### config.mk
export PLATFORM = sky130hd
export DESIGN_NAME = prefix_eval_sched_flat
export DESIGN_NICKNAME = d
export VERILOG_FILES = /design/src/rtl/prefix_eval_sched_if.sv /design/src/rtl/prefix_eval_sched.sv /design/src/flat_wrapper.sv
export SDC_FILE = /design/constraint.sdc
export NUM_CORES = 1
export LEC_CHECK = 0
export ABC_AREA = 0
export CELL_PAD_IN_SITES_DETAIL_PLACEMENT = 1
export CELL_PAD_IN_SITES_GLOBAL_PLACEMENT = 2
export CORE_AREA = 2 2 235 237
export DETAILED_ROUTE_END_ITERATION = 10
export DIE_AREA = 0 0 237 239
export PLACE_DENSITY = 0.8
export SLEW_MARGIN = 30
export SYNTH_ARGS = -nofsm -noshare
export SYNTH_HDL_FRONTEND = slang
export SYNTH_SLANG_ARGS = --single-unit
### constraint.sdc
create_clock -name clk -period 5.9 [get_ports clk]
set_clock_uncertainty 0.2 [all_clocks]
set_input_delay 1.18 -clock clk [delete_from_list [all_inputs] [get_ports clk]]
set_output_delay 1.18 -clock clk [all_outputs]
set_load 0.03 [all_outputs]
### src/rtl/prefix_eval_sched_if.sv
// Handshake bundle between requesters, the scheduler and the shared evaluator.
// slave: scheduler side. master: requesters plus evaluator side.
interface prefix_eval_sched_if #(
    parameter int NUM_REQ = 4,
    parameter int TOK_NUM = 19
);
    localparam int IDW  = (NUM_REQ > 1) ? $clog2(NUM_REQ) : 1;
    localparam int EXPW = TOK_NUM * 5;

    logic [NUM_REQ-1:0]           req_valid;
    logic [NUM_REQ-1:0]           req_opt;
    logic [NUM_REQ-1:0][EXPW-1:0] req_expr;
    logic [NUM_REQ-1:0]           req_ready;
    logic                         busy;
    logic                         eval_in_valid;
    logic                         eval_opt;
    logic [4:0]                   eval_in_data;
    logic                         eval_out_valid;
    logic [EXPW-1:0]              eval_out;
    logic                         resp_valid;
    logic [IDW-1:0]               resp_id;
    logic                         resp_opt;
    logic [EXPW-1:0]              resp_data;
    logic                         resp_err;

    modport slave (
        input  req_valid, req_opt, req_expr,
        input  eval_out_valid, eval_out,
        output req_ready, busy,
        output eval_in_valid, eval_opt, eval_in_data,
        output resp_valid, resp_id, resp_opt,
        output resp_data, resp_err
    );

    modport master (
        output req_valid, req_opt, req_expr,
        output eval_out_valid, eval_out,
        input  req_ready, busy,
        input  eval_in_valid, eval_opt, eval_in_data,
        input  resp_valid, resp_id, resp_opt,
        input  resp_data, resp_err
    );
endinterface

### src/rtl/prefix_eval_sched.sv
// Round-robin scheduler feeding one shared prefix/infix evaluator.
// Ports: clk, rst_n (async, active-low), bus (prefix_eval_sched_if.slave):
//   req_valid/req_opt/req_expr in, req_ready out (one-hot grant pulse),
//   eval_in_valid/eval_opt/eval_in_data out, eval_out_valid/eval_out in,
//   resp_valid/resp_id/resp_opt/resp_data/resp_err out, busy out.
// Optional macro PSCHED_TIMEOUT_EN adds a WAIT watchdog (TIMEOUT_CYC).
module prefix_eval_sched #(
    parameter int NUM_REQ = 4,
    parameter int TOK_NUM = 19
`ifdef PSCHED_TIMEOUT_EN
    ,
    parameter int TIMEOUT_CYC = 256
`endif
) (
    input logic                clk,
    input logic                rst_n,
    prefix_eval_sched_if.slave bus
);
    localparam int IDW  = (NUM_REQ > 1) ? $clog2(NUM_REQ) : 1;
    localparam int EXPW = TOK_NUM * 5;

    typedef enum logic [1:0] {
        S_IDLE,
        S_SEND,
        S_WAIT,
        S_RESP
    } state_t;

    state_t                     r_state;
    logic [IDW-1:0]             r_rr;
    logic [IDW-1:0]             r_id;
    logic                       r_opt;
    logic [TOK_NUM-1:0][4:0]    r_expr;
    logic [4:0]                 r_cnt;
    logic [NUM_REQ-1:0]         r_req_ready;
    logic                       r_busy;
    logic                       r_in_valid;
    logic                       r_eval_opt;
    logic [4:0]                 r_in_data;
    logic                       r_resp_valid;
    logic [IDW-1:0]             r_resp_id;
    logic                       r_resp_opt;
    logic [EXPW-1:0]            r_resp_data;
    logic                       r_resp_err;
`ifdef PSCHED_TIMEOUT_EN
    localparam int WCW = $clog2(TIMEOUT_CYC + 1);
    logic [WCW-1:0]             r_wcnt;
`endif

    logic                       w_found;
    logic [IDW-1:0]             w_gnt;
    logic [IDW:0]               w_sum;
    logic [IDW-1:0]             w_idx;
    logic [IDW-1:0]             w_next_rr;

    // Search from r_rr upward, wrapping at NUM_REQ (need not be a power of 2).
    always_comb begin
        w_found = 1'b0;
        w_gnt   = '0;
        w_sum   = '0;
        w_idx   = '0;
        for (int i = 0; i < NUM_REQ; i++) begin
            w_sum = {1'b0, r_rr} + (IDW+1)'(i);
            if (w_sum >= (IDW+1)'(NUM_REQ))
                w_sum = w_sum - (IDW+1)'(NUM_REQ);
            w_idx = w_sum[IDW-1:0];
            if (!w_found && bus.req_valid[w_idx]) begin
                w_found = 1'b1;
                w_gnt   = w_idx;
            end
        end
    end

    assign w_next_rr = (w_gnt == IDW'(NUM_REQ - 1)) ? '0 : w_gnt + 1'b1;

    always_ff @(posedge clk or negedge rst_n) begin
        if (!rst_n) begin
            r_state      <= S_IDLE;
            r_rr         <= '0;
            r_id         <= '0;
            r_opt        <= 1'b0;
            r_expr       <= '0;
            r_cnt        <= '0;
            r_req_ready  <= '0;
            r_busy       <= 1'b0;
            r_in_valid   <= 1'b0;
            r_eval_opt   <= 1'b0;
            r_in_data    <= '0;
            r_resp_valid <= 1'b0;
            r_resp_id    <= '0;
            r_resp_opt   <= 1'b0;
            r_resp_data  <= '0;
            r_resp_err   <= 1'b0;
`ifdef PSCHED_TIMEOUT_EN
            r_wcnt       <= '0;
`endif
        end else begin
            r_req_ready  <= '0;
            r_resp_valid <= 1'b0;
            unique case (r_state)
                S_IDLE: begin
                    if (w_found) begin
                        r_req_ready <= {{(NUM_REQ-1){1'b0}}, 1'b1} << w_gnt;
                        r_id        <= w_gnt;
                        r_opt       <= bus.req_opt[w_gnt];
                        r_expr      <= bus.req_expr[w_gnt];
                        r_rr        <= w_next_rr;
                        r_cnt       <= '0;
                        r_busy      <= 1'b1;
                        r_state     <= S_SEND;
                    end
                end
                S_SEND: begin
                    // Opt travels only with the first token.
                    r_in_valid <= 1'b1;
                    r_in_data  <= r_expr[r_cnt];
                    r_eval_opt <= (r_cnt == '0) ? r_opt : 1'b0;
                    r_cnt      <= r_cnt + 1'b1;
                    if (r_cnt == 5'(TOK_NUM - 1))
                        r_state <= S_WAIT;
`ifdef PSCHED_TIMEOUT_EN
                    r_wcnt     <= '0;
`endif
                end
                S_WAIT: begin
                    r_in_valid <= 1'b0;
                    r_in_data  <= '0;
                    r_eval_opt <= 1'b0;
                    if (bus.eval_out_valid) begin
                        r_resp_valid <= 1'b1;
                        r_resp_id    <= r_id;
                        r_resp_opt   <= r_opt;
                        r_resp_data  <= bus.eval_out;
                        r_resp_err   <= 1'b0;
                        r_state      <= S_RESP;
                    end
`ifdef PSCHED_TIMEOUT_EN
                    else if (r_wcnt == WCW'(TIMEOUT_CYC - 1)) begin
                        r_resp_valid <= 1'b1;
                        r_resp_id    <= r_id;
                        r_resp_opt   <= r_opt;
                        r_resp_data  <= '0;
                        r_resp_err   <= 1'b1;
                        r_state      <= S_RESP;
                    end else begin
                        r_wcnt <= r_wcnt + 1'b1;
                    end
`endif
                end
                S_RESP: begin
                    r_busy  <= 1'b0;
                    r_state <= S_IDLE;
                end
                default: r_state <= S_IDLE;
            endcase
        end
    end

    assign bus.req_ready     = r_req_ready;
    assign bus.busy          = r_busy;
    assign bus.eval_in_valid = r_in_valid;
    assign bus.eval_opt      = r_eval_opt;
    assign bus.eval_in_data  = r_in_data;
    assign bus.resp_valid    = r_resp_valid;
    assign bus.resp_id       = r_resp_id;
    assign bus.resp_opt      = r_resp_opt;
    assign bus.resp_data     = r_resp_data;
    assign bus.resp_err      = r_resp_err;
endmodule
### src/flat_wrapper.sv
// flat-port wrapper written by rule: the top's interface ports become plain ports
module prefix_eval_sched_flat 
#(
    parameter int NUM_REQ = 4,
    parameter int TOK_NUM = 19

)
  (clk, rst_n, bus_req_valid, bus_req_opt, bus_req_expr, bus_eval_out_valid, bus_eval_out, bus_req_ready, bus_busy, bus_eval_in_valid, bus_eval_opt, bus_eval_in_data, bus_resp_valid, bus_resp_id, bus_resp_opt, bus_resp_data, bus_resp_err);
  prefix_eval_sched_if #(.NUM_REQ(NUM_REQ), .TOK_NUM(TOK_NUM)) bus_i ();
  input logic clk;
  input logic rst_n;
  input wire logic [$bits(bus_i.req_valid)-1:0] bus_req_valid;
  input wire logic [$bits(bus_i.req_opt)-1:0] bus_req_opt;
  input wire logic [$bits(bus_i.req_expr)-1:0] bus_req_expr;
  input wire logic [$bits(bus_i.eval_out_valid)-1:0] bus_eval_out_valid;
  input wire logic [$bits(bus_i.eval_out)-1:0] bus_eval_out;
  output wire logic [$bits(bus_i.req_ready)-1:0] bus_req_ready;
  output wire logic [$bits(bus_i.busy)-1:0] bus_busy;
  output wire logic [$bits(bus_i.eval_in_valid)-1:0] bus_eval_in_valid;
  output wire logic [$bits(bus_i.eval_opt)-1:0] bus_eval_opt;
  output wire logic [$bits(bus_i.eval_in_data)-1:0] bus_eval_in_data;
  output wire logic [$bits(bus_i.resp_valid)-1:0] bus_resp_valid;
  output wire logic [$bits(bus_i.resp_id)-1:0] bus_resp_id;
  output wire logic [$bits(bus_i.resp_opt)-1:0] bus_resp_opt;
  output wire logic [$bits(bus_i.resp_data)-1:0] bus_resp_data;
  output wire logic [$bits(bus_i.resp_err)-1:0] bus_resp_err;
  assign bus_i.req_valid = bus_req_valid;
  assign bus_i.req_opt = bus_req_opt;
  assign bus_i.req_expr = bus_req_expr;
  assign bus_i.eval_out_valid = bus_eval_out_valid;
  assign bus_i.eval_out = bus_eval_out;
  assign bus_req_ready = bus_i.req_ready;
  assign bus_busy = bus_i.busy;
  assign bus_eval_in_valid = bus_i.eval_in_valid;
  assign bus_eval_opt = bus_i.eval_opt;
  assign bus_eval_in_data = bus_i.eval_in_data;
  assign bus_resp_valid = bus_i.resp_valid;
  assign bus_resp_id = bus_i.resp_id;
  assign bus_resp_opt = bus_i.resp_opt;
  assign bus_resp_data = bus_i.resp_data;
  assign bus_resp_err = bus_i.resp_err;
  prefix_eval_sched #(.NUM_REQ(NUM_REQ), .TOK_NUM(TOK_NUM)) u_core (.clk(clk), .rst_n(rst_n), .bus(bus_i));
endmodule
# Word-level counts from Yosys, hierarchy flattened
# Index checks and enable logic that the tools add are counted.
# totals
regBits,218
in_bits,486
out_inout_bits,112
word_cells,120
# classes
add_sub_neg,9
magnitude_cmp,10
eq_ne,8
n_shift,1
n_mux,43
reduce_logical,16
# op_table
op,n
$bmux W95 S2,1
$mux W95,1
$bmux W5 S5,1
$mux W2,12
$pmux W5 S2,2
$lt A2 B3 Y1 const B,5
$mux W1,13
$bmux W1 S2,5
$mux W5,2
$ge A3 B3 Y1 const B,3
$mux W4,2
$pmux W2 S4,1
$reduce_and A2 Y1,4
$sub A2 B1 Y2 const B,4
$add A2 B2 Y3 const B,2
$eq A2 B2 Y1 const B,3
$lt A5 B6 Y1 const B,1
$pmux W1 S2,3
$reduce_bool A2 Y1,3
$add A5 B1 Y5 const B,1
$eq A5 B5 Y1 const B,1
$logic_not A5 Y1,1
$ne A2 B1 Y1 const B,2
$shl A1 B2 Y4 const A,1
9 further kinds,13

# Depth between registers and ports, before layout
# Gate-level depths: netlist (run 1).
# logic_depth
word_depth,17
mapped_depth,10
mapped_depth_nobuf,7

# Worst setup path after synthesis (run 1)
# OpenSTA, ideal clock, no wires.
# synth_path
kind,input to register
start,input bus_req_valid[0]
end,register u_core.r_rr[0]
setup_ns,0.095
arrival_time_ns,2.523
t_required_ns,5.605
path_slack_ns,3.081
stages,9
path_buffers,3
path_cell_list,nor2b_1 > a21oi_1 > o221ai_1 > buf_2 > buf_4 > buf_4 > inv_1 > ha_1 > o31ai_1
# synth_via
elab_chain_len,14
word_cells_on_any_way,26
cone_classes,add/sub: 1; eq/ne: 1; mux: 17; reduce/logical: 7
# synth_lines
item,line_no,source
from (decl),flat_wrapper.sv:12,input wire logic [$bits(bus_i.req_valid)-1:0] bus_req_valid;
$bmux W1 S2,prefix_eval_sched.sv:67,if (!w_found && bus.req_valid[w_idx]) begin
$mux W1 (not written as such),prefix_eval_sched.sv:67,
$mux W1,prefix_eval_sched.sv:67,
$logic_not A1 Y1,prefix_eval_sched.sv:67,
$logic_and A1 B1 Y1,prefix_eval_sched.sv:67,
$mux W1,prefix_eval_sched.sv:67,
$logic_not A1 Y1,prefix_eval_sched.sv:67,
$logic_and A1 B1 Y1,prefix_eval_sched.sv:67,
$mux W1,prefix_eval_sched.sv:67,
$logic_not A1 Y1,prefix_eval_sched.sv:67,
$logic_and A1 B1 Y1,prefix_eval_sched.sv:67,
$mux W2,prefix_eval_sched.sv:67,
$add A2 B1 Y2 / $eq A2 B2 Y1 (equally long branches),prefix_eval_sched.sv:74,assign w_next_rr = (w_gnt == IDW'(NUM_REQ - 1)) ? '0 : w_gnt + 1'b1;
$mux W2,prefix_eval_sched.sv:74,
to (signal assigned),prefix_eval_sched.sv:107,r_rr <= w_next_rr;
to (decl),prefix_eval_sched.sv:30,logic [IDW-1:0] r_rr;
# Several ways; a longest one is shown, not always the timed one. The select of a mux whose other input is x is not followed.
# A chain may end at the register's enable or synchronous reset.

# Worst setup path after layout (run 1)
# layout_path
start,input bus_req_valid[1]
end,register u_core.r_expr[15] (netlist name)
# layout_via
elab_chain_len,14
word_cells_on_any_way,25
cone_classes,mux: 18; reduce/logical: 7
# layout_lines
item,line_no,source
$bmux W1 S2,prefix_eval_sched.sv:67,
$mux W1 (not written as such),prefix_eval_sched.sv:67,
$mux W1,prefix_eval_sched.sv:67,
$logic_not A1 Y1,prefix_eval_sched.sv:67,
$logic_and A1 B1 Y1,prefix_eval_sched.sv:67,
$mux W1,prefix_eval_sched.sv:67,
$logic_not A1 Y1,prefix_eval_sched.sv:67,
$logic_and A1 B1 Y1,prefix_eval_sched.sv:67,
$mux W1,prefix_eval_sched.sv:67,
$logic_not A1 Y1,prefix_eval_sched.sv:67,
$logic_and A1 B1 Y1,prefix_eval_sched.sv:67,
$mux W2,prefix_eval_sched.sv:67,
$bmux W95 S2,prefix_eval_sched.sv:106,r_expr <= bus.req_expr[w_gnt];
$mux W95 (not written as such),prefix_eval_sched.sv:106,
to (signal assigned),prefix_eval_sched.sv:106,
to (decl),prefix_eval_sched.sv:33,logic [TOK_NUM-1:0][4:0] r_expr;
# Several ways; a longest one is shown, not always the timed one. The select of a mux whose other input is x is not followed.

==> summary.md, run 1 <==
| Metric | Value |
|---|---|
| Worst hold start | `u_core.r_id[0]` |
| Period utilization | `60.5%` |
| P_int | `5.65 mW` |
| Hold EP | `u_core.r_id[0]` |
| Sw frac | `40.6%` |
| Final WL | `47.8 mm` |
| TNS Setup | `0 ps` |
| Num Clock Sinks | `218` |
| Cts hold-fix bufs | `0` |
| Global route overflow | `0` |
| F_max | `0.280 GHz` |
| Most common flop cell mapped by yosys | `dfrtp_1` |
| Crit end category | `register` |
| Initial DRC count | `328` |
| Reg2Reg Setup Slack | `2930 ps` |
| Synthesis-to-layout area growth | `65.3%` |
| Share of cells above drive strength 1 | `13.7%` |
| Register area share after synthesis | `46.9%` |
| Mapped Nets | `1457` |
| 1st-pass router iterations | `5` |
| First-pass GRT wire length | `70.3 mm` |
| Tot GR Track Use | `16.4%` |
| Critical Path AT | `3810 ps` |
| Most frequent cell after synthesis | `dfrtp_1` |
| Largest family of logic cells by synthesized area | `multiplexers` |
| Number of synthesized flops with an enable pin | `0` |
| FF+latch area | `0.00546 mm^2` |
| Slew Limit Fails | `0` |
| Starting Density | `21.4%` |
| Post-CTS Setup Repair Bufs | `0` |
| CTS Buf Count | `27` |
| Fin area | `0.0192 mm^2` |
| Cell Pwr Density | `495 mW/mm^2` |
| Maximum fanout along the worst path | `70` |
| Distinct cells, synth | `39` |
| RSZ-0062 raised after global routing | `no` |
| Cell area reported after detailed placement | `0.0183 mm^2` |
| CP required | `6150 ps` |
| Nets | `2022` |
| Worst Hold Depth | `2` |
| Share of the synthesized area in the top cell type | `46.9%` |
| Hold WS | `278 ps` |
| Netlist Area Pre-Place | `0.0116 mm^2` |
| Critical path, cell by cell | `clkdlybuf4s50_1, or4_1, nand2_4, buf_4, nand2_1, o221ai_1` |
| Final hold violation count | `0` |
| Clock slew at reported path FFs | `60 ps` |
| Setup WS pre-CTS | `1800 ps` |
| Hpwl dp | `37.7 mm` |
| FF-to-FF Start | `u_core.r_state[0]` |
| Setup violators final | `0` |
| Maxcap violations | `0` |
| Clock Latency Late Sink | `550 ps` |
| Setup crit start kind | `primary input` |
| Worst setup margin | `2330 ps` |
| Post-synthesis compound-gate area fraction | `10.4%` |
| Synth top cells by count | `dfrtp_1, mux2i_1, nand2_1` |
| Synthesized area per cell | `12.1 um^2` |
| Largest net degree at the start of global routing | `110` |
| DIE HEIGHT | `239 um` |
| Max VDD drop | `226 uV` |
| Sw Pwr | `3.86 mW` |
| CP Class | `primary input to register` |
| Synth area leaders | `dfrtp_1, mux2i_1, mux2_2` |
| Clock Path Buffers | `3` |
| Adder and majority cell fraction of the synthesized area | `0.969%` |
| Wire length per cell | `21.2 um` |
| Hold Crit Class | `register to register` |
| FP Rows | `86` |
| Final core utilization | `35.4%` |
| Number of global-route vias before repair | `11.4k` |
| #FFs+latches synth | `218` |
| Async S/R FF share, synth | `100%` |
| Critical Path Max Stage Delay | `750 ps` |
| Post-route antenna net violation count | `0` |
| Simple-gate portion of the synthesized area | `6.81%` |
| Multi-input gate area | `0.00570 mm^2` |
| CP max stage cell | `or4_1` |
| # DRC | `0` |
| Status | `completed` |
| DR vias/cell | `4.52` |
| CTS tree | `built` |
| Routed via count | `10.2k` |
| Mux cell area share after synthesis | `30.6%` |
| GPL Wtd Cong | `0.813` |
| Slew margin rel. | `43.6%` |
| Total Die Area | `0.0566 mm^2` |
| Root buf cell | `clkbuf_16` |
| Min Clock Period, post-route | `3570 ps` |
| H-Tree Depth | `1` |
| # IOs | `598` |
| R2r endpoint | `u_core.bus.resp_data[73]` |
| Worst-Margin Slew | `846 ps` |
| Comb power frac | `52.8%` |
| Clock power frac | `18.5%` |
| R2R cell count | `6` |
| Port Buf Inserts | `596` |
| Fillers | `5904` |
| Gates resized, CTS repair | `0` |
| Sequential Power Share | `28.7%` |
| Core Area | `0.0543 mm^2` |
| Antenna violations before repair | `1` |
| Inst Count DP | `2202` |
| Die W | `237 um` |
| YS warnings | `0` |
| Power, Total | `9.51 mW` |
| Post-Synth XOR/XNOR Area | `0.0753%` |
| Post-synthesis cell type with the largest combined area | `dfrtp_1` |
| Final Non-Filler Cells | `2253` |
| Syn Inst Count | `962` |
| Lkg Pwr | `8.26 nW` |
-- worst max-delay path, delay by kind of cell --
family	cells	cell delay [ps]
AO/OA/AOI/OAI	1	90
buffers and inverters	2	930
AND/OR/NAND/NOR	3	1480
-- final cells by class --
cell class                 count  area share (%)
antenna                        2          0.0260
sequential                   218            28.4
inverter                      11           0.221
clock buffer                  36            4.00
timing repair buffer         615            32.2
multi-input combinational    654            29.7
tap                          704            4.58
clock inverter                13           0.892
-- worst max path at each step --
stage	end	depth (start not counted)	startpoint
4_1_cts	u_core.r_expr[57]	6	bus_req_valid[1]
3_3_place_gp	u_core.r_expr[40]	6	bus_req_valid[1]
2_1_floorplan	u_core.r_rr[0]	9	bus_req_valid[0]
3_5_place_dp	u_core.r_expr[57]	6	bus_req_valid[1]
6_report	u_core.r_expr[15]	6	bus_req_valid[1]
5_1_grt	u_core.r_expr[11]	6	bus_req_valid[1]
-- state kept, by name, summed over array words and instances, names as in the netlist --
name                      flops
u_core.r_opt                  1
u_core.r_expr                95
u_core.bus.busy               1
u_core.r_state                2
u_core.bus.eval_in_data       5
u_core.bus.eval_in_valid      1
u_core.r_id                   2
u_core.r_rr                   2
u_core.bus.resp_opt           1
u_core.r_cnt                  5
u_core.bus.resp_valid         1
u_core.bus.resp_data         95
u_core.bus.eval_opt           1
u_core.bus.req_ready          4
u_core.bus.resp_id            2
-- placed cells by master, fill, tap and decap left out, drive strengths merged, types with 2 or more instances in the layout --
cell type / n
nand3: 5
mux2: 99
inv: 11
a21oi: 7
nor2: 5
nand2: 163
bufinv: 4
mux2i: 199
diode: 2
o221ai: 99
buf: 20
clkbuf: 36
clkdlybuf4s50: 595
mux4: 20
a222oi: 5
nor3: 6
nor2b: 4
clkinv: 8
nand2b: 2
ha: 9
nor4: 2
and3: 3
o21ai: 14
dfrtp: 218
-- routing by layer --
metal / vias up / share of wire (%) / GRT usage, %
met5: - / 0 / 0
met4: 0 / 3.2 / 5.77
met1: 4972 / 39 / 18.8
met3: 71 / 6.9 / 3.87
li1: 4718 / - / -
met2: 431 / 51 / 29.7
-- power by group through the flow --
stage                     Combinational (mW)  Clock, mW  Sequential (mW)
after detailed placement                5.11          0             2.76
final                                   5.02       1.76             2.73
after global routing                    5.41       1.87             2.82
after CTS                               5.14       1.82             2.74
after global placement                  5.01          0             2.73
after floorplan                         2.51          0             3.31
-- logic make-up (layout without fill, tap and decap cells) --
| logic type | count (synthesis) | count (layout) |
|---|---|---|
| compound gates | 132 | 132 |
| xor+xnor | 1 | 1 |
| fa+ha+maj | 9 | 9 |
| buf+inv | 90 | 675 |
| flops | 218 | 218 |
| mux | 318 | 318 |
| other cells | 1 | 3 |
| simple gates | 193 | 193 |
No activity file was read; power rests on OpenSTA's default activity.
==> run 2: changes to the inputs <==
--- a/config.mk
+++ b/config.mk
@@ -8,10 +8,10 @@
 export ABC_AREA = 0
 export CELL_PAD_IN_SITES_DETAIL_PLACEMENT = 1
 export CELL_PAD_IN_SITES_GLOBAL_PLACEMENT = 2
-export CORE_AREA = 2 2 235 237
+export CORE_AREA = 2 2 230 232
 export DETAILED_ROUTE_END_ITERATION = 10
-export DIE_AREA = 0 0 237 239
-export PLACE_DENSITY = 0.8
+export DIE_AREA = 0 0 232 234
+export PLACE_DENSITY = 0.82
 export SLEW_MARGIN = 30
 export SYNTH_ARGS = -nofsm -noshare
 export SYNTH_HDL_FRONTEND = slang
==> constraint.sdc (replaced) <==
create_clock -name clk -period 3.5 [get_ports clk]
set_clock_uncertainty 0.2 [all_clocks]
set_input_delay 0.7 -clock clk [delete_from_list [all_inputs] [get_ports clk]]
set_output_delay 0.7 -clock clk [all_outputs]
set_load 0.03 [all_outputs]
==> summary.md, run 2 (same netlist as run 1, synthesis figures left out) <==
| Metric | Value |
|---|---|
| Starting Density | `22.3%` |
| Clock power frac | `18.4%` |
| CP Class | `register to output pin` |
| H-Tree Depth | `1` |
| DIE HEIGHT | `234 um` |
| Top Usage Layer GRT | `met2` |
| Worst-Margin Slew | `770 ps` |
| Cell area reported after detailed placement | `0.0185 mm^2` |
| Share of cells above drive strength 1 | `14.8%` |
| Fin area | `0.0195 mm^2` |
| CTS Buf Count | `26` |
| # IOs | `598` |
| Core Area | `0.0520 mm^2` |
| Clock Path Buffers | `3` |
| Grt met3 use | `3.45%` |
| RSZ-0062 raised after global routing | `no` |
| Min Clock Period, post-route | `2670 ps` |
| 1st-pass router iterations | `6` |
| Reg2Reg Setup Slack | `1020 ps` |
| Final WL | `47.9 mm` |
| CP bufs+invs | `1` |
| Nets | `2040` |
| Root buf cell | `clkbuf_16` |
| Critical Path AT | `1770 ps` |
| Lkg Pwr | `8.38 nW` |
| Slew margin rel. | `48.2%` |
| Status | `completed` |
| Max VDD drop | `357 uV` |
| Initial DRC count | `353` |
| F_max | `0.374 GHz` |
| Cell Pwr Density | `837 mW/mm^2` |
| Synthesis-to-layout area growth | `67.3%` |
| Most frequent cells in the layout | `clkdlybuf4s50_1, dfrtp_1, mux2i_1` |
| Crit end category | `output pin` |
| CP max stage cell | `clkdlybuf4s50_1` |
| First-pass GRT wire length | `70.4 mm` |
| CP required | `2600 ps` |
| Most common cell after layout, fill and taps aside | `clkdlybuf4s50_1` |
| Port Buf Inserts | `596` |
| Sequential Power Share | `29.1%` |
| Maximum fanout along the worst path | `2` |
| Critical Path Max Stage Delay | `820 ps` |
| Num Clock Sinks | `218` |
| GR Layer Usage met2 | `31.5%` |
| # DRC | `0` |
| Critical path, cell by cell | `clkdlybuf4s50_1` |
| Antenna violations before repair | `1` |
| CTS tree | `built` |
| Clock Latency Late Sink | `540 ps` |
| FP Rows | `84` |
| GPL Wtd Cong | `0.817` |
| Hpwl dp | `38.1 mm` |
| Multi-input gate area | `0.00570 mm^2` |
| Number of global-route vias before repair | `11.5k` |
| Maxcap violations | `0` |
| FF+latch area | `0.00546 mm^2` |
| P_int | `9.71 mW` |
| Setup violators final | `0` |
| CP top delay family | `buffers and inverters` |
| Critical Path Source | `u_core.bus.eval_in_data[0]` |
| Sw frac | `40.3%` |
| GR Util met1 | `19.6%` |
| TNS Setup | `0 ps` |
| Clock slew at reported path FFs | `60 ps` |
| Routed via count | `10.4k` |
| Slew Limit Fails | `0` |
| Hold Crit Class | `register to register` |
| Post-route antenna net violation count | `0` |
| Setup crit start kind | `register` |
| Wire length per cell | `21.2 um` |
| Global route overflow | `0` |
| Tot GR Track Use | `17.1%` |
| Largest net degree at the start of global routing | `65` |
| Comb power frac | `52.5%` |
| Final hold violation count | `0` |
| Die W | `232 um` |
| DR vias/cell | `4.60` |
| Sw Pwr | `6.57 mW` |
| FF-to-FF Start | `u_core.r_cnt[1]` |
| Total Die Area | `0.0543 mm^2` |
| Worst hold start | `u_core.r_id[1]` |
| Fillers | `5700` |
| Hold WS | `281 ps` |
| Period utilization | `76.4%` |
## run 2: layout make-up
cell class                      count  share of cell area (%)
Antenna cell                        1                  0.0129
Clock buffer                       33                    3.80
Clock inverter                     15                    1.09
Inverter                           11                   0.219
Multi-Input combinational cell    654                    29.3
Sequential cell                   218                    28.1
Tap cell                          688                    4.43
Timing Repair Buffer              634                    33.1
## run 2: worst paths after layout
path / to / cells after the start
max: bus_eval_in_data[0] / 1
min reg2reg: u_core.r_id[1] / 2
max reg2reg: u_core.bus.eval_in_data[2] / 6
min: u_core.r_id[1] / 2
max in group asynchronous: u_core.bus.resp_data[2] / 3
min in group asynchronous: u_core.bus.resp_data[29] / 2
## run 2: layer usage
layer	share of wire (%)	wire [um]
met1	39	18700
met2	52	24700
met3	6.3	3020
met4	3.1	1490
met5	0	0
## run 2: what timing repair did
action	CTS	global route
resized for setup	0	0
hold endpoints to repair	60	0
setup buffers	0	0
hold buffers	1	0
## run 2: per-stage QoR
step / utilization, % / setup slack [ps] / std cells / total power [mW]
2_1_floorplan: - / 1160 / 962 / 9.81
3_5_place_dp: 35.5 / 304 / 2204 / 13.5
6_report: 37.4 / 827 / 2254 / 16.3
3_3_place_gp: 35.5 / 358 / 2204 / 13.3
5_1_grt: 37.4 / 756 / 2254 / 17.3
4_1_cts: 37.4 / 785 / 2253 / 16.6
## run 2: power groups by stage
stage | combinational (mW) | clock (mW) | sequential, mW
finish | 8.54 | 2.99 | 4.74
global route | 9.20 | 3.20 | 4.92
CTS | 8.71 | 3.10 | 4.79
detailed placement | 8.67 | 0 | 4.82
global placement | 8.50 | 0 | 4.76
floorplan | 4.23 | 0 | 5.58
==> run 3: changes to the inputs <==
--- a/config.mk
+++ b/config.mk
@@ -8,10 +8,10 @@
 export ABC_AREA = 0
 export CELL_PAD_IN_SITES_DETAIL_PLACEMENT = 1
 export CELL_PAD_IN_SITES_GLOBAL_PLACEMENT = 2
-export CORE_AREA = 2 2 230 232
+export CORE_MARGIN = 2
+export CORE_UTILIZATION = 22
 export DETAILED_ROUTE_END_ITERATION = 10
-export DIE_AREA = 0 0 232 234
-export PLACE_DENSITY = 0.82
+export PLACE_DENSITY = 0.84
 export SLEW_MARGIN = 30
 export SYNTH_ARGS = -nofsm -noshare
 export SYNTH_HDL_FRONTEND = slang
==> constraint.sdc (replaced) <==
create_clock -name clk -period 2.21 [get_ports clk]
set_clock_uncertainty 0.2 [all_clocks]
set_input_delay 0.442 -clock clk [delete_from_list [all_inputs] [get_ports clk]]
set_output_delay 0.442 -clock clk [all_outputs]
set_load 0.03 [all_outputs]
==> summary.md, run 3 (same netlist as run 1, synthesis figures left out) <==
| Metric | Value |
|---|---|
| Clock slew at reported path FFs | `60 ps` |
| Die W | `234 um` |
| Period utilization | `101%` |
| Max VDD drop | `653 uV` |
| GR Layer Usage met2 | `34.3%` |
| Nets | `2099` |
| Crit end category | `register` |
| CP required | `2420 ps` |
| Worst setup margin | `-11.1 ps` |
| Maximum fanout along the worst path | `11` |
| Starting Density | `22.2%` |
| Final core utilization | `38.1%` |
| Final hold violation count | `0` |
| Clock Path Buffers | `3` |
| Root buf cell | `clkbuf_16` |
| Num Clock Sinks | `218` |
| Grt met3 use | `3.71%` |
| Initial DRC count | `389` |
| Slew margin rel. | `63.8%` |
| Status | `complete, but fails checks` |
| Clock Latency Late Sink | `550 ps` |
| Cell Pwr Density | `1300 mW/mm^2` |
| CTS tree | `built` |
| Port Buf Inserts | `596` |
| Lkg Pwr | `8.89 nW` |
| Hold Crit Class | `primary input to async pin` |
| CTS Buf Count | `27` |
| Core Area | `0.0524 mm^2` |
| Min Clock Period, post-route | `2220 ps` |
| Power, Total | `25.9 mW` |
| FP Rows | `84` |
| Slew Limit Fails | `0` |
| F_max | `0.450 GHz` |
| Maxcap violations | `0` |
| Final WL | `50.7 mm` |
| Wire length per cell | `21.9 um` |
| Total Die Area | `0.0547 mm^2` |
| Antenna violations before repair | `4` |
| RSZ-0062 raised after global routing | `yes` |
| Global route overflow | `0` |
| TNS Setup | `-11.1 ps` |
| Largest net degree at the start of global routing | `54` |
| Hpwl dp | `40.5 mm` |
| Number of global-route vias before repair | `11.9k` |
| Post-route antenna net violation count | `0` |
| Violated checks | `negative setup slack` |
| GR Util met1 | `19.7%` |
| 1st-pass router iterations | `4` |
| Setup crit start kind | `primary input` |
| DR vias/cell | `4.59` |
| Most frequent cells in the layout | `clkdlybuf4s50_1, dfrtp_1, mux2i_1` |
| Critical Path AT | `2430 ps` |
| Worst-Margin Slew | `540 ps` |
| Routed via count | `10.6k` |
| # DRC | `0` |
| DIE HEIGHT | `234 um` |
| # IOs | `598` |
| Share of cells above drive strength 1 | `18.9%` |
| Fillers | `5721` |
| Tot GR Track Use | `17.9%` |
| GPL Wtd Cong | `0.834` |
| Hold WS | `224 ps` |
| H-Tree Depth | `1` |
| CP Class | `primary input to register` |
| Synthesis-to-layout area growth | `71.9%` |
| Setup violators final | `1` |
| First-pass GRT wire length | `73.2 mm` |
| Most common cell after layout, fill and taps aside | `clkdlybuf4s50_1` |
| Top Usage Layer GRT | `met2` |
-- run 3: changes by cell type in the layout (fill, tap and decap cells not counted), sizes merged, moves of 2 or more --
cell | previous run | this run
dlygate4sd2 | 0 | 110
clkbuf | 33 | 35
clkinvlp | 2 | 0
clkdlybuf4s50 | 595 | 483
buf | 38 | 97
diode | 1 | 3
-- run 3: power breakdown --
group	leakage [nW]	switching (mW)	internal, mW
combinational	5.78	7.51	6.50
sequential	2.66	1.36	5.98
clock	0.449	1.78	2.80
-- run 3: area by class of cell --
class	count	area [um^2]	share of cell area, %
Antenna cell	3	7.51	0.0376
Clock buffer	35	736	3.68
Inverter	11	42.5	0.213
Tap cell	688	861	4.31
Sequential cell	218	5460	27.3
Multi-Input combinational cell	654	5810	29.1
Timing Repair Buffer	692	6900	34.5
Clock inverter	12	168	0.839
-- run 3: final timing paths --
kind	to	slack, ps	startpoint	cells after the start
max in group asynchronous	u_core.bus.resp_data[79]	870	rst_n	3
min in group clk	u_core.r_id[1]	270	u_core.r_id[1]	2
worst min-delay path	u_core.bus.resp_data[39]	220	rst_n	2
worst max-delay path	u_core.r_expr[4]	-10	bus_req_valid[2]	9
worst max register to register	u_core.r_expr[4]	0	u_core.r_rr[0]	8
worst min register to register	u_core.r_id[1]	270	u_core.r_id[1]	2
-- run 3: critical path, cell delays in order --
cell and delay [ps]:
clkdlybuf4s50_1 530, nor2b_1 210, o21ai_2 110, o221ai_4 80, buf_4 170, bufbuf_16 290, buf_4 160, mux2i_1 250
o221ai_1 170
-- run 3: routing by layer --
layer | share of wire (%) | wire length (um) | vias to the layer above
li1 | - | - | 4876
met1 | 37 | 18900 | 5228
met2 | 53 | 26800 | 427
met3 | 7.1 | 3590 | 75
met4 | 2.7 | 1370 | 4
met5 | 0.045 | 23 | -
-- run 3: timing repair --
| item | in CTS | in global routing |
|---|---|---|
| cloned | 2 | 0 |
| resized for setup | 112 | 28 |
| hold buffers | 1 | 0 |
| setup buffers | 2 | 0 |
| endpoints found under the hold margin | 43 | 0 |
| setup endpoints to repair | 132 | 40 |
| pin swaps | 1 | 0 |
-- run 3: metrics by stage --
| step | cell area [um^2] | worst slack [ps] | instances |
|---|---|---|---|
| floorplan | 11600 | 17.1 | 962 |
| global placement | 19000 | -590 | 2258 |
| detailed placement | 19000 | -668 | 2258 |
| CTS | 19900 | 24.3 | 2310 |
| global route | 20000 | -93.3 | 2313 |
| finish | 20000 | -11.1 | 2313 |
